**src/rtl/multicycle_ctrl_pkg.sv**
```systemverilog
// Shared types and constants for the multicycle RV32I control unit.
package multicycle_ctrl_pkg;

    typedef enum logic [2:0] {
        StIdle,
        StFetch,
        StDecode,
        StExec,
        StMem,
        StWb,
        StHalt,
        StFault
    } state_e;

    typedef enum logic [2:0] {
        ClsAlu,
        ClsBranch,
        ClsJump,
        ClsLoad,
        ClsStore,
        ClsSystem,
        ClsIllegal
    } opclass_e;

    localparam logic [1:0] FAULT_NONE    = 2'd0;
    localparam logic [1:0] FAULT_ILLEGAL = 2'd1;
    localparam logic [1:0] FAULT_TIMEOUT = 2'd2;

    localparam logic [6:0] OP_LUI    = 7'b0110111;
    localparam logic [6:0] OP_AUIPC  = 7'b0010111;
    localparam logic [6:0] OP_JAL    = 7'b1101111;
    localparam logic [6:0] OP_JALR   = 7'b1100111;
    localparam logic [6:0] OP_BRANCH = 7'b1100011;
    localparam logic [6:0] OP_LOAD   = 7'b0000011;
    localparam logic [6:0] OP_STORE  = 7'b0100011;
    localparam logic [6:0] OP_IMM    = 7'b0010011;
    localparam logic [6:0] OP_OP     = 7'b0110011;
    localparam logic [6:0] OP_SYSTEM = 7'b1110011;

    localparam logic [1:0] ALU_SRC_REG = 2'd0;
    localparam logic [1:0] ALU_SRC_IMM = 2'd1;
    localparam logic [1:0] ALU_SRC_PC  = 2'd2;
    localparam logic [1:0] ALU_SRC_NPC = 2'd3;

endpackage

```
**src/rtl/ctrl_opdecode.sv**
```systemverilog
// Combinational opcode decoder: static datapath controls plus an opclass for sequencing.
module ctrl_opdecode
    import multicycle_ctrl_pkg::*;
(
    input  logic [6:0] op,
    input  logic [2:0] funct3,
    output logic [1:0] alusrc,
    output logic       alusrc_a_zero,
    output logic       jumpsrc,
    output logic [2:0] memsize,
    output opclass_e   opclass
);

    // Map the latched opcode to its static control word; unknown opcodes decode to all-zero.
    always_comb begin
        alusrc        = ALU_SRC_REG;
        alusrc_a_zero = 1'b0;
        jumpsrc       = 1'b0;
        memsize       = 3'b000;
        opclass       = ClsIllegal;
        case (op)
            OP_AUIPC: begin
                alusrc        = ALU_SRC_PC;
                alusrc_a_zero = 1'b1;
                opclass       = ClsAlu;
            end
            OP_LUI: begin
                alusrc        = ALU_SRC_IMM;
                alusrc_a_zero = 1'b1;
                opclass       = ClsAlu;
            end
            OP_IMM: begin
                alusrc  = ALU_SRC_IMM;
                opclass = ClsAlu;
            end
            OP_OP: begin
                opclass = ClsAlu;
            end
            OP_BRANCH: begin
                opclass = ClsBranch;
            end
            OP_JAL: begin
                alusrc        = ALU_SRC_NPC;
                alusrc_a_zero = 1'b1;
                opclass       = ClsJump;
            end
            OP_JALR: begin
                alusrc        = ALU_SRC_NPC;
                alusrc_a_zero = 1'b1;
                jumpsrc       = 1'b1;
                opclass       = ClsJump;
            end
            OP_LOAD: begin
                alusrc  = ALU_SRC_IMM;
                memsize = funct3;
                opclass = ClsLoad;
            end
            OP_STORE: begin
                alusrc  = ALU_SRC_IMM;
                memsize = funct3;
                opclass = ClsStore;
            end
            OP_SYSTEM: begin
                opclass = ClsSystem;
            end
            default: ;
        endcase
    end

endmodule

```
**src/rtl/multicycle_ctrl.sv**
```systemverilog
// Multicycle control FSM: FETCH/DECODE/EXEC/MEM/WB with memory handshakes, timeouts,
// sticky halt/fault and a retired-instruction counter.
module multicycle_ctrl
    import multicycle_ctrl_pkg::*;
#(
    parameter int unsigned MEM_TIMEOUT     = 16,
    parameter int unsigned TO_W            = 8,
    parameter int unsigned CNT_W           = 32,
    parameter bit          HALT_ON_ILLEGAL = 1'b1
) (
    input  logic             clk,
    input  logic             reset,
    input  logic [6:0]       instr_op,
    input  logic [2:0]       instr_funct3,
    input  logic             imem_ready,
    input  logic             dmem_ready,
    output logic             imem_req,
    output logic             irwrite,
    output logic             dmem_req,
    output logic             memwrite,
    output logic             memtoreg,
    output logic [2:0]       memsize,
    output logic [1:0]       alusrc,
    output logic             alusrc_a_zero,
    output logic             branch,
    output logic             jump,
    output logic             jumpsrc,
    output logic             regwrite,
    output logic             pcwrite,
    output logic             retire,
    output logic             hlt,
    output logic [1:0]       fault,
    output logic [CNT_W-1:0] instret
);

    localparam bit TimeoutEn = (MEM_TIMEOUT != 0);

    state_e            state_q, state_d;
    logic [6:0]        op_q, op_d;
    logic [2:0]        funct3_q, funct3_d;
    logic [TO_W-1:0]   wait_q, wait_d;
    logic [1:0]        fault_q, fault_d;
    logic [CNT_W-1:0]  instret_q, instret_d;

    logic [1:0]        dec_alusrc;
    logic              dec_a_zero;
    logic              dec_jumpsrc;
    logic [2:0]        dec_memsize;
    opclass_e          dec_class;
    logic              statics_on;
    logic              timeout_hit;

    ctrl_opdecode u_opdecode (
        .op            (op_q),
        .funct3        (funct3_q),
        .alusrc        (dec_alusrc),
        .alusrc_a_zero (dec_a_zero),
        .jumpsrc       (dec_jumpsrc),
        .memsize       (dec_memsize),
        .opclass       (dec_class)
    );

    // Ready in the same cycle as the limit takes priority over the timeout.
    assign timeout_hit = TimeoutEn && (wait_q == TO_W'(MEM_TIMEOUT));

    // Next-state, datapath strobes and static controls.
    always_comb begin
        state_d       = state_q;
        op_d          = op_q;
        funct3_d      = funct3_q;
        wait_d        = wait_q;
        fault_d       = fault_q;
        imem_req      = 1'b0;
        irwrite       = 1'b0;
        dmem_req      = 1'b0;
        memwrite      = 1'b0;
        memtoreg      = 1'b0;
        branch        = 1'b0;
        jump          = 1'b0;
        regwrite      = 1'b0;
        pcwrite       = 1'b0;
        retire        = 1'b0;
        hlt           = 1'b0;
        statics_on    = 1'b0;
        memsize       = 3'b000;
        alusrc        = ALU_SRC_REG;
        alusrc_a_zero = 1'b0;
        jumpsrc       = 1'b0;

        unique case (state_q)
            StIdle: state_d = StFetch;
            StFetch: begin
                imem_req = 1'b1;
                if (imem_ready) begin
                    irwrite  = 1'b1;
                    op_d     = instr_op;
                    funct3_d = instr_funct3;
                    state_d  = StDecode;
                end else if (timeout_hit) begin
                    fault_d = FAULT_TIMEOUT;
                    state_d = StFault;
                end else if (TimeoutEn) begin
                    wait_d = wait_q + TO_W'(1);
                end
            end
            StDecode: begin
                statics_on = 1'b1;
                case (dec_class)
                    ClsIllegal: begin
                        if (HALT_ON_ILLEGAL) begin
                            fault_d = FAULT_ILLEGAL;
                            state_d = StFault;
                        end else begin
                            state_d = StExec;
                        end
                    end
                    ClsSystem: state_d = StHalt;
                    default:   state_d = StExec;
                endcase
            end
            StExec: begin
                statics_on = 1'b1;
                case (dec_class)
                    ClsBranch: begin
                        branch  = 1'b1;
                        pcwrite = 1'b1;
                        retire  = 1'b1;
                        state_d = StFetch;
                    end
                    // Only reachable when illegal opcodes retire as NOPs.
                    ClsIllegal: begin
                        pcwrite = 1'b1;
                        retire  = 1'b1;
                        state_d = StFetch;
                    end
                    ClsLoad, ClsStore: state_d = StMem;
                    default:           state_d = StWb;
                endcase
            end
            StMem: begin
                statics_on = 1'b1;
                dmem_req   = 1'b1;
                memwrite   = (dec_class == ClsStore);
                if (dmem_ready) begin
                    if (dec_class == ClsStore) begin
                        pcwrite = 1'b1;
                        retire  = 1'b1;
                        state_d = StFetch;
                    end else begin
                        state_d = StWb;
                    end
                end else if (timeout_hit) begin
                    fault_d = FAULT_TIMEOUT;
                    state_d = StFault;
                end else if (TimeoutEn) begin
                    wait_d = wait_q + TO_W'(1);
                end
            end
            StWb: begin
                statics_on = 1'b1;
                regwrite   = 1'b1;
                pcwrite    = 1'b1;
                retire     = 1'b1;
                memtoreg   = (dec_class == ClsLoad);
                jump       = (dec_class == ClsJump);
                state_d    = StFetch;
            end
            StHalt:  hlt = 1'b1;
            StFault: hlt = 1'b1;
        endcase

        // Each memory wait phase starts counting from zero.
        if ((state_d != state_q) && ((state_d == StFetch) || (state_d == StMem))) begin
            wait_d = '0;
        end

        if (statics_on) begin
            memsize       = dec_memsize;
            alusrc        = dec_alusrc;
            alusrc_a_zero = dec_a_zero;
            jumpsrc       = dec_jumpsrc;
        end

        instret_d = instret_q + CNT_W'(retire);
    end

    assign fault   = fault_q;
    assign instret = instret_q;

    // State and architectural registers, cleared asynchronously.
    always_ff @(posedge clk or posedge reset) begin
        if (reset) begin
            state_q   <= StIdle;
            op_q      <= '0;
            funct3_q  <= '0;
            wait_q    <= '0;
            fault_q   <= FAULT_NONE;
            instret_q <= '0;
        end else begin
            state_q   <= state_d;
            op_q      <= op_d;
            funct3_q  <= funct3_d;
            wait_q    <= wait_d;
            fault_q   <= fault_d;
            instret_q <= instret_d;
        end
    end

endmodule

```
**config.mk**
```make
export PLATFORM = sky130hd
export DESIGN_NAME = multicycle_ctrl
export DESIGN_NICKNAME = d
export VERILOG_FILES = /design/src/rtl/multicycle_ctrl_pkg.sv /design/src/rtl/ctrl_opdecode.sv /design/src/rtl/multicycle_ctrl.sv
export SDC_FILE = /design/constraint.sdc
export NUM_CORES = 1
export LEC_CHECK = 0
export ABC_CLOCK_PERIOD_IN_PS = 3700
export BUFFER_PORTS_ARGS = -buffer_cell sky130_fd_sc_hd__buf_4
export CAP_MARGIN = 10
export CORE_ASPECT_RATIO = 0.5
export CORE_UTILIZATION = 54
export DETAILED_ROUTE_END_ITERATION = 16
export GPL_TIMING_DRIVEN = 0
export PLACE_DENSITY = 0.78
export SETUP_SLACK_MARGIN = 0.02
export SLEW_MARGIN = 25
export SYNTH_ARGS = -nofsm -noshare
export SYNTH_HDL_FRONTEND = slang
export SYNTH_SLANG_ARGS = --single-unit
```
**constraint.sdc**
```tcl
create_clock -name clk -period 3.7 [get_ports clk]
set_input_delay 0.555 -clock clk [delete_from_list [all_inputs] [get_ports clk]]
set_output_delay 0.555 -clock clk [all_outputs]
set_load 0.05 [all_outputs]
```
## Word-level counts from Yosys, hierarchy flattened

Index checks and enable logic that the tools add are counted.

- Register bits: 55
- Latch bits: 0
- RAM bits: 0
- Memory bits (read-only): 0
- Output and inout bits: 52
- Word-level logic and storage cells: 100
- Memories kept: 0

- Add/sub/neg operators: 2
- Multiply operators: 0
- Div/mod/pow operators: 0
- Order comparisons: 0
- Equality and inequality tests: 32
- Shift-type cells: 0
- Mux-type cells: 42
- Bitwise operators: 0
- Reductions and logical operators: 18

Operator list:

| operator | count |
|---|---|
| 32-bit by 1-bit adder with 32-bit output | 1 |
| 8-bit 2-to-1 mux | 4 |
| 7-bit equality test, second input constant | 4 |
| 3-bit equality test, second input constant | 8 |
| 7-bit by 6-bit equality test with 1-bit output, second input constant | 3 |
| 1-bit 2-to-1 mux | 19 |
| 3-bit 2-to-1 mux | 6 |
| 3-bit one-hot mux with 6 select lines | 1 |
| 8-bit one-hot mux with 2 select lines | 1 |
| 4-bit OR reduction | 4 |
| 3-bit one-hot mux with 5 select lines | 1 |
| 7-bit by 5-bit equality test with 1-bit output, second input constant | 2 |
| 3-bit by 2-bit equality test with 1-bit output, second input constant | 4 |
| 2-bit one-hot mux with 3 select lines | 2 |
| 3-bit one-hot mux with 2 select lines | 2 |
| 2-bit OR reduction | 6 |
| 2-bit 2-to-1 mux | 5 |
| 3-bit by 1-bit equality test with 1-bit output, second input constant | 3 |
| 8-bit by 1-bit adder with 8-bit output, second input constant | 1 |
| 8-bit by 5-bit equality test with 1-bit output, second input constant | 1 |
| 7-bit by 2-bit equality test with 1-bit output, second input constant | 1 |
| 2-bit != test, second input constant | 3 |
| 3-bit != test, second input constant | 2 |
| 3-bit nonzero test | 2 |
| other kinds (8) | 8 |

## Logic depth before layout (Yosys ltp)

Gate-level depths: netlist of the first run.

- Depth in word-level cells: 12
- Mapped depth: 13
- Mapped depth without buffers: 11

## By module

Synthesis of the first run repeated with hierarchy kept, for this count alone.

- Cell total of the unflattened synthesis: 298
- Area total of the unflattened synthesis: 3017.9 µm²

By module, submodules not included:

| module | times used | cells an instance | area an instance (µm²) | sequential area each (µm²) |
|---|---|---|---|---|
| multicycle_ctrl | 1 | 265 | 2815.2 | 1376.3 |
| ctrl_opdecode | 1 | 33 | 202.7 | 0.0 |

## Least setup slack after synthesis of the first run

Ideal clock, no wire load.

- Path type: register to register
- Start point: register op_q[2]
- End point: register instret_q[26] (netlist: instret[26])
- Setup time: 0.142 ns
- Data arrival time: 4.206 ns
- Data required time: 3.558 ns
- Path slack: -0.647 ns
- Cell stages (with the launch flop): 11
- Buffers on the path: 0
- Path through: dfrtp_1 -> nand4bb_4 -> o41a_1 -> o32ai_1 -> ha_1 -> ha_1 -> nand4_1 -> or3_1 -> nor3_2 -> nand3_1 -> xnor2_1

- Word-level cells in the longest chain between the ends: 8
- Elaborated cells on any way between the ends: 22

RTL lines:

| item | RTL line | text |
|---|---|---|
| start: declaration | multicycle_ctrl.sv:39 | `logic [6:0] op_q, op_d;` |
| start signal: assignment | multicycle_ctrl.sv:201 | `op_q <= op_d;` |
| 7-bit by 5-bit equality test with 1-bit output, or another cell as far along | ctrl_opdecode.sv:21 | `case (op)` |
| 4-bit OR reduction (no line) / 2-bit OR reduction (equally long branches) | n/a |  |
| 3-bit one-hot mux with 6 select lines (*) | ctrl_opdecode.sv:21 |  |
| 3-bit equality test, or another cell as far along | multicycle_ctrl.sv:145 | `if (dec_class == ClsStore) begin` |
| 1-bit 2-to-1 mux / 2-bit OR reduction (equally long branches) | n/a |  |
| 1-bit 2-to-1 mux (on tied branches) | n/a |  |
| 1-bit one-hot mux with 3 select lines (*) | n/a |  |
| net pcwrite | multicycle_ctrl.sv:29 | `output logic pcwrite,` |
| 32-bit by 1-bit adder with 32-bit output (*) | multicycle_ctrl.sv:184 | `instret_d = instret_q + CNT_W'(retire);` |
| net instret_d[26] | multicycle_ctrl.sv:43 | `logic [CNT_W-1:0] instret_q, instret_d;` |
| end signal: assignment | multicycle_ctrl.sv:205 | `instret_q <= instret_d;` |
| end: declaration | multicycle_ctrl.sv:43 |  |

The timed path passes the listed nets; every way through them passes the cells marked *.
A chain may end at the register's enable or synchronous reset.

## Worst setup path after layout of the first run

- Start point: register op_q[2]
- End point: register instret_q[26] (netlist: instret[26])

- Word-level cells in the longest chain between the ends: 8
- Elaborated cells on any way between the ends: 22

RTL lines:

| item | RTL line | text |
|---|---|---|
| 7-bit by 5-bit equality test with 1-bit output, or another cell as far along | ctrl_opdecode.sv:21 |  |
| 4-bit OR reduction (no line) / 2-bit OR reduction (equally long branches) | n/a |  |
| 3-bit one-hot mux with 6 select lines (*) | ctrl_opdecode.sv:21 |  |
| 3-bit equality test, or another cell as far along | multicycle_ctrl.sv:145 |  |
| 1-bit 2-to-1 mux / 2-bit OR reduction (equally long branches) | n/a |  |
| 1-bit 2-to-1 mux (on tied branches) | multicycle_ctrl.sv:144, multicycle_ctrl.sv:123 |  |
| 1-bit one-hot mux with 3 select lines (*) | multicycle_ctrl.sv:90 | `unique case (state_q)` |
| 32-bit by 1-bit adder with 32-bit output (*) | multicycle_ctrl.sv:184 |  |
| net instret_d[26] | multicycle_ctrl.sv:43 |  |

Marked as above.

==> out/metrics.csv, run 1 <==
stage,metric,value,unit
clocking,cts_setup_buffers,0,
clocking,cts_hold_buf,0,
placed_design,place_area,3490,um^2
finish,layout_common_cells,"66 x buf_4, 55 x dfrtp_1, 23 x xnor2_1",
power_and_ir_drop,swShare,22.0,%
clocking,clk_pin_slew,0.10,ns
sta,min_period,3.41,ns
flow_run,drv_cap,0,
clocking,htreeDepth,2,
hold_path,hp-class,in2async,
power_and_ir_drop,powerDensity,274,nW/um^2
finish,fin_nets,363,
finish,final.fill_count,398,
floorplan,dieArea,5660,um^2
global_routing,grt_pass1_vias,2120,
detailed_routing,dr_total_vias,2259,
synthesis,seq_area_frac_synth,47.6,%
power_and_ir_drop,p_leak,1.76,nW
global_routing,grt-ovfl-total,0,
critical_path,rr_endpoint,instret[26],
detailed_routing,totalWireLength,6.03,mm
synthesis,syn_area,2890,um^2
critical_path,end_kind,register,
finish,syn_to_final_growth,24.3,%
power_and_ir_drop,ir_worst_vdd,0.184,mV
synthesis,syn_avg_cell_area,10.6,um^2
detailed_routing,wire_per_inst,14.5,um
sta,maxSlewHeadroom,55.1,%
power_and_ir_drop,p_switching,0.000216,W
synthesis,ys.flop_type,dfrtp_1,
floorplan,io_pins,66,
floorplan,die_y,53.7,um
sta,finalWorstSetupSlack,0.288,ns
sta,skew,0.00664,ns
sta,fmax,0.293,GHz
synthesis,synth_top_cell_by_area,dfrtp_1,
global_routing,grt_max_degree,56,
finish,final_area,3590,um^2
sta,rsz0062_at_grt,false,
critical_path,ff2ff_path_depth,10,
critical_path,r2r_start,op_q[2],
synthesis,synthTopCellsByArea,"dfrtp_1 48%, xnor2_1 7.0%, xor2_1 4.2%",
power_and_ir_drop,clkPwrFrac,36.5,%
critical_path,worst-setup-path-type,reg2reg,
synthesis,synth_cell_types,58,
synthesis,async_reset_ff_share,100,%
floorplan,placementRows,18,
outcome,status,"finished, final reports clean",
power_and_ir_drop,power,0.000983,W
placed_design,dpl.hpwl,4.49,mm
critical_path,r2r_slack,0.29,ns
global_routing,antenna_found_initial,0,
detailed_routing,ant_nets,0,
global_routing,grt_pass1_wl,9.89,mm
synthesis,synth_seq_cells,55,
sta,worstMarginPinSlew,0.667,ns
power_and_ir_drop,p_seq_share,61.1,%
finish,num_antenna_cells,0,
floorplan,die_width,105,um
floorplan,start_util,57.3,%
finish,layout-drive-gt1-share,30.1,%
power_and_ir_drop,internal-power,0.000767,W
placed_design,gp_congestion,0.879,
clocking,insertion_delay,0.30,ns
detailed_routing,drc,0,
critical_path,critPathLaunchType,register,
clocking,cts.sinks,55,
placed_design,dpl_worst_slack,0.273,ns
synthesis,yosysWarnings,0,
sta,drv_slew,0,
placed_design,port_buffers,65,
finish,multi_input_area,1410,um^2
placed_design,placed_cells,408,
finish,ff_latch_area,1380,um^2
synthesis,post_synth_inst_count,273,
critical_path,worst_ep_required_time,3.89,ns
sta,finalHoldViolCount,0,
synthesis,synth-edff-count,0,
power_and_ir_drop,comb_power_share,2.4,%
global_routing,grt_util_all_layers,22.5,%
sta,period_share,92.2,%
clocking,clockRootBuffer,clkbuf_8,
floorplan,core,5040,um^2
detailed_routing,firstDrtPassIters,4,
sta,fin_setup_tns,0,ns
clocking,cts_made_buffers,5,
clocking,cts_tree,built,
synthesis,synth_top_area_share,47.6,%
critical_path,cp.arrival,3.61,ns
sta,setup_violations,0,
critical_path,cp_max_fo,7,
detailed_routing,viasPerCell,5.43,
finish,fin_cells,416,
clocking,ctsLongestPathBuffers,2,
synthesis,synth_fp_nets,291,
finish,layout_commonest_cell,buf_4,
detailed_routing,drt_iter0_drc,77,
-- per-layer routing --
metal / global-route usage [%] / vias up / part of all wire (%)
met5: 0 / - / 0
met4: 4.23 / 0 / 0.73
met3: 4.72 / 6 / 3.4
met2: 40.7 / 49 / 50
met1: 29.0 / 1103 / 46
li1: - / 1101 / -
-- repair_timing --
item,CTS,global route
endpoints found under the hold margin,0,0
endpoints found under the setup margin,0,1
gates resized for setup,0,1
-- area by class of cell --
type                            instances  area share [%]
Multi-Input combinational cell        197            39.2
Sequential cell                        55            38.3
Timing Repair Buffer                   65            13.6
Buffer                                 10            2.44
Tap cell                               70            2.44
Clock buffer                            6            2.30
Inverter                               11            1.22
Clock inverter                          2           0.488
-- flip-flops by register name (all words and copies together), names as in the netlist --
name / flops
funct3_q: 3
instret: 32
fault: 2
wait_q: 8
op_q: 7
state_q: 3
-- power by group through the flow --
| stage | sequential, W | clock (W) | combinational (W) |
|---|---|---|---|
| after global routing | 0.000601 | 0.000393 | 0.0000280 |
| after global placement | 0.000613 | 0 | 0.0000238 |
| final | 0.000601 | 0.000359 | 0.0000240 |
| after floorplan | 0.000613 | 0 | 0.00000960 |
| after CTS | 0.000601 | 0.000368 | 0.0000252 |
| after detailed placement | 0.000612 | 0 | 0.0000252 |
-- cell usage after synthesis (3+ instances only) --
master / number
nand2_1: 21
inv_1: 11
buf_6: 4
nor2b_1: 3
nand4_1: 8
nor3_1: 14
nand3_1: 20
and2_1: 6
mux2_2: 7
xnor2_1: 23
xor2_1: 14
nor2_1: 14
or3_1: 3
dfrtp_1: 55
a21oi_1: 9
ha_1: 4
and4_1: 4
and3_1: 6
-- worst max-delay path, stage by stage (launching register included) --
cell,delay (ns)
dfrtp_1,0.47
nand4bb_4,0.31
o41a_1,0.45
o32ai_4,0.29
ha_1,0.25
ha_1,0.22
nand4_1,0.20
or3_1,0.53
nor3_4,0.31
nand3_1,0.13
xnor2_1,0.14
-- worst max path at each step --
stage,from,to,cells past startpoint
6_report,op_q[2],instret[26],10
5_1_grt,op_q[2],instret[26],10
4_1_cts,op_q[2],instret[26],10
3_5_place_dp,op_q[2],instret[26],10
3_3_place_gp,op_q[2],instret[26],10
2_1_floorplan,state_q[1],instret[18],11
-- cell families (layout without fill, tap and decap cells) --
| group | after synthesis | in the layout | share of synthesized area, % |
|---|---|---|---|
| AOI/OAI and AO/OA | 25 | 25 | 6.19 |
| xor gates and xnor gates | 37 | 37 | 11.2 |
| DFF | 55 | 55 | 47.6 |
| buffers and inverters | 21 | 94 | 4.46 |
| muxes | 10 | 10 | 3.85 |
| adders and majority gates | 4 | 4 | 1.73 |
| and+or+nand+nor | 121 | 121 | 24.9 |
-- stage by stage --
stage	utilization (%)	hold WS (ns)
floorplan	-	0.449
global placement	69.0	0.462
detailed placement	69.1	0.469
CTS	71.1	0.375
global route	71.2	0.402
finish	71.2	0.356
(Power assumes the default switching activity.)
==> inputs of run 2 (changes only) <==
==> constraint.sdc (replaced) <==
create_clock -name clk -period 3.7 [get_ports clk]
set_input_delay 0.555 -clock clk [delete_from_list [all_inputs] [get_ports clk]]
set_output_delay 0.555 -clock clk [all_outputs]
set_load 0.005 [all_outputs]
==> run 2 against run 1 <==
Compared with the run above:
- global-route usage grew 0.31 points
- flip-flop and latch count did not move
- clock power barely moved
- wire length is 1.7% higher
- die area stayed put
- critical path type unchanged
- cell area fell by 0.17%
- power is 0.42% higher
- clock-buffer cell count unchanged
- combinational power is 2% higher
- utilization fell by 0.12 points
- fmax is 0.16% higher
- worst hold slack got worse by 0.0075 ns
- highest routed layer unchanged
==> out/metrics.csv, run 2 (same netlist as run 1, synthesis figures left out) <==
stage,metric,value,unit,change
critical_path,critPathMaxStageDelay,0.50,ns,-0.03 ns
sta,min_period,3.41,ns,-0.00553 ns
sta,period_share,92.1,%,-0.15 points
finish,largest_reg_flops,32,,unchanged
global_routing,grt_max_degree,56,,unchanged
detailed_routing,firstDrtPassIters,4,,unchanged
critical_path,critical-path-slowest-cell,or3_1,,
detailed_routing,ant_nets,0,,unchanged
placed_design,gp_congestion,0.885,,+0.75%
detailed_routing,viasPerCell,5.44,,+0.13%
clocking,clockRootBuffer,clkbuf_8,,
flow_run,drv_cap,0,,unchanged
detailed_routing,top_layer_used,met4,,
finish,fin_nets,363,,unchanged
finish,layout-drive-gt1-share,30.1,%,unchanged
critical_path,end_kind,register,,
placed_design,dpl.hpwl,4.54,mm,+1.1%
critical_path,crit_family,simple AND/OR/NAND/NOR gates,,
outcome,status,"finished, final reports clean",,
critical_path,cp.arrival,3.62,ns,about the same
sta,fin_setup_tns,0,ns,unchanged
sta,worstMarginPinSlew,0.670,ns,+0.00283 ns
critical_path,cp_max_fo,7,,unchanged
finish,ff_latch_area,1380,um^2,unchanged
critical_path,worstPathCellList,nand4bb_4 > o41a_1 > o32ai_4 > ha_1 > ha_1 > nand4_1 > or3_1 > nor3_2 > nand3_1 > xnor2_1,,
power_and_ir_drop,p_leak,1.75,nW,-0.95%
clocking,cts_setup_buffers,0,,unchanged
floorplan,dieArea,5660,um^2,unchanged
placed_design,place_area,3470,um^2,-0.54%
critical_path,worst-path-buf-inv,0,,unchanged
critical_path,worst_ep_required_time,3.91,ns,+0.02 ns
global_routing,antenna_found_initial,0,,unchanged
finish,layout_commonest_cell,buf_4,,
power_and_ir_drop,powerDensity,275,nW/um^2,+0.60%
finish,layout_common_cells,"66 x buf_4, 55 x dfrtp_1, 23 x xnor2_1",,
power_and_ir_drop,ir_worst_vdd,0.156,mV,-15%
detailed_routing,drc,0,,unchanged
critical_path,cp_common_cell,ha_1,,
clocking,cts_tree,built,,
floorplan,placementRows,18,,unchanged
finish,syn_to_final_growth,24.1,%,
sta,maxSlewHeadroom,54.7,%,-0.41 points
clocking,clk_pin_slew,0.11,ns,about the same
clocking,insertion_delay,0.31,ns,about the same
floorplan,start_util,57.3,%,unchanged
floorplan,io_pins,66,,unchanged
finish,final.fill_count,406,,+2.0%
global_routing,grt_pass1_wl,9.95,mm,+0.56%
finish,num_antenna_cells,0,,unchanged
detailed_routing,wire_per_inst,14.7,um,+1.7%
global_routing,grt_util_all_layers,22.8,%,+0.31 points
floorplan,die_y,53.7,um,unchanged
clocking,cts_made_buffers,5,,unchanged
finish,multi_input_area,1400,um^2,-0.44%
floorplan,die_width,105,um,unchanged
sta,drv_slew,0,,unchanged
sta,fmax,0.294,GHz,+0.16%
sta,finalHoldViolCount,0,,unchanged
placed_design,port_buffers,65,,unchanged
detailed_routing,drt_iter0_drc,86,,+12%
detailed_routing,dr_total_vias,2262,,+0.13%
sta,rsz0062_at_grt,false,,
critical_path,critPathLaunchType,register,,
clocking,htreeDepth,2,,unchanged
hold_path,hp-class,in2async,,
floorplan,core,5040,um^2,unchanged
sta,hold_slack,0.348,ns,-0.00751 ns
detailed_routing,wl_met2,2.96,mm,-1.0%
clocking,ctsLongestPathBuffers,2,,unchanged
global_routing,grt_pass1_vias,2114,,-0.28%
clocking,cts.sinks,55,,unchanged
sta,skew,0.0177,ns,+0.0110 ns
finish,final_area,3590,um^2,-0.17%
finish,final_core_util,71.1,%,-0.12 points
detailed_routing,totalWireLength,6.13,mm,+1.7%
detailed_routing,wl_met3,269,um,+30%
sta,setup_violations,0,,unchanged
detailed_routing,m1WireLength,2.84,mm,+1.9%
global_routing,grt-ovfl-total,0,,unchanged
critical_path,worst-setup-path-type,reg2reg,,
-- run 2: metrics by stage --
step,instances,power [W],setup WS (ns)
after floorplan,273,0.000622,0.516
after global placement,408,0.000636,0.0642
after detailed placement,408,0.000638,0.0235
after CTS,416,0.000998,0.216
after global routing,416,0.00102,0.0758
final,416,0.000987,0.294
-- run 2: final cells by class --
| cell class | count | share of cell area (%) |
|---|---|---|
| Multi-Input combinational cell | 197 | 39.1 |
| Sequential cell | 55 | 38.4 |
| Timing Repair Buffer | 65 | 13.6 |
| Buffer | 10 | 2.44 |
| Tap cell | 70 | 2.44 |
| Clock buffer | 6 | 2.30 |
| Inverter | 11 | 1.22 |
| Clock inverter | 2 | 0.488 |
-- run 2: power breakdown --
group / total (W) / internal, W / switching [W]
clock: 0.000362 / 0.000157 / 0.000205
sequential: 0.000601 / 0.000601 / 0
combinational: 0.0000245 / 0.00000924 / 0.0000152
total: 0.000987 / 0.000767 / 0.000220
-- run 2: routing by layer --
layer,up-vias,GRT usage [%]
met5,-,0
met4,0,7.04
met3,8,4.24
met2,65,40.1
met1,1080,29.6
li1,1109,-
-- run 2: worst paths after layout --
check | start | endpoint | slack (ns) | depth (start not counted)
setup reg to reg | op_q[2] | instret[26] | 0.29 | 10
hold reg to reg | instret[31] | instret[31] | 0.48 | 1
setup / recovery | op_q[2] | instret[26] | 0.29 | 10
hold / removal | reset | instret[29] | 0.35 | 2
max in group asynchronous | reset | instret[10] | 2.90 | 2
min in group clk | instr_op[4] | op_q[4] | 0.46 | 3
-- run 2: timing repair --
action / in CTS / in global routing
gates resized for setup: 1 / 1
hold buffers: 0 / 0
endpoints found under the setup margin: 2 / 3
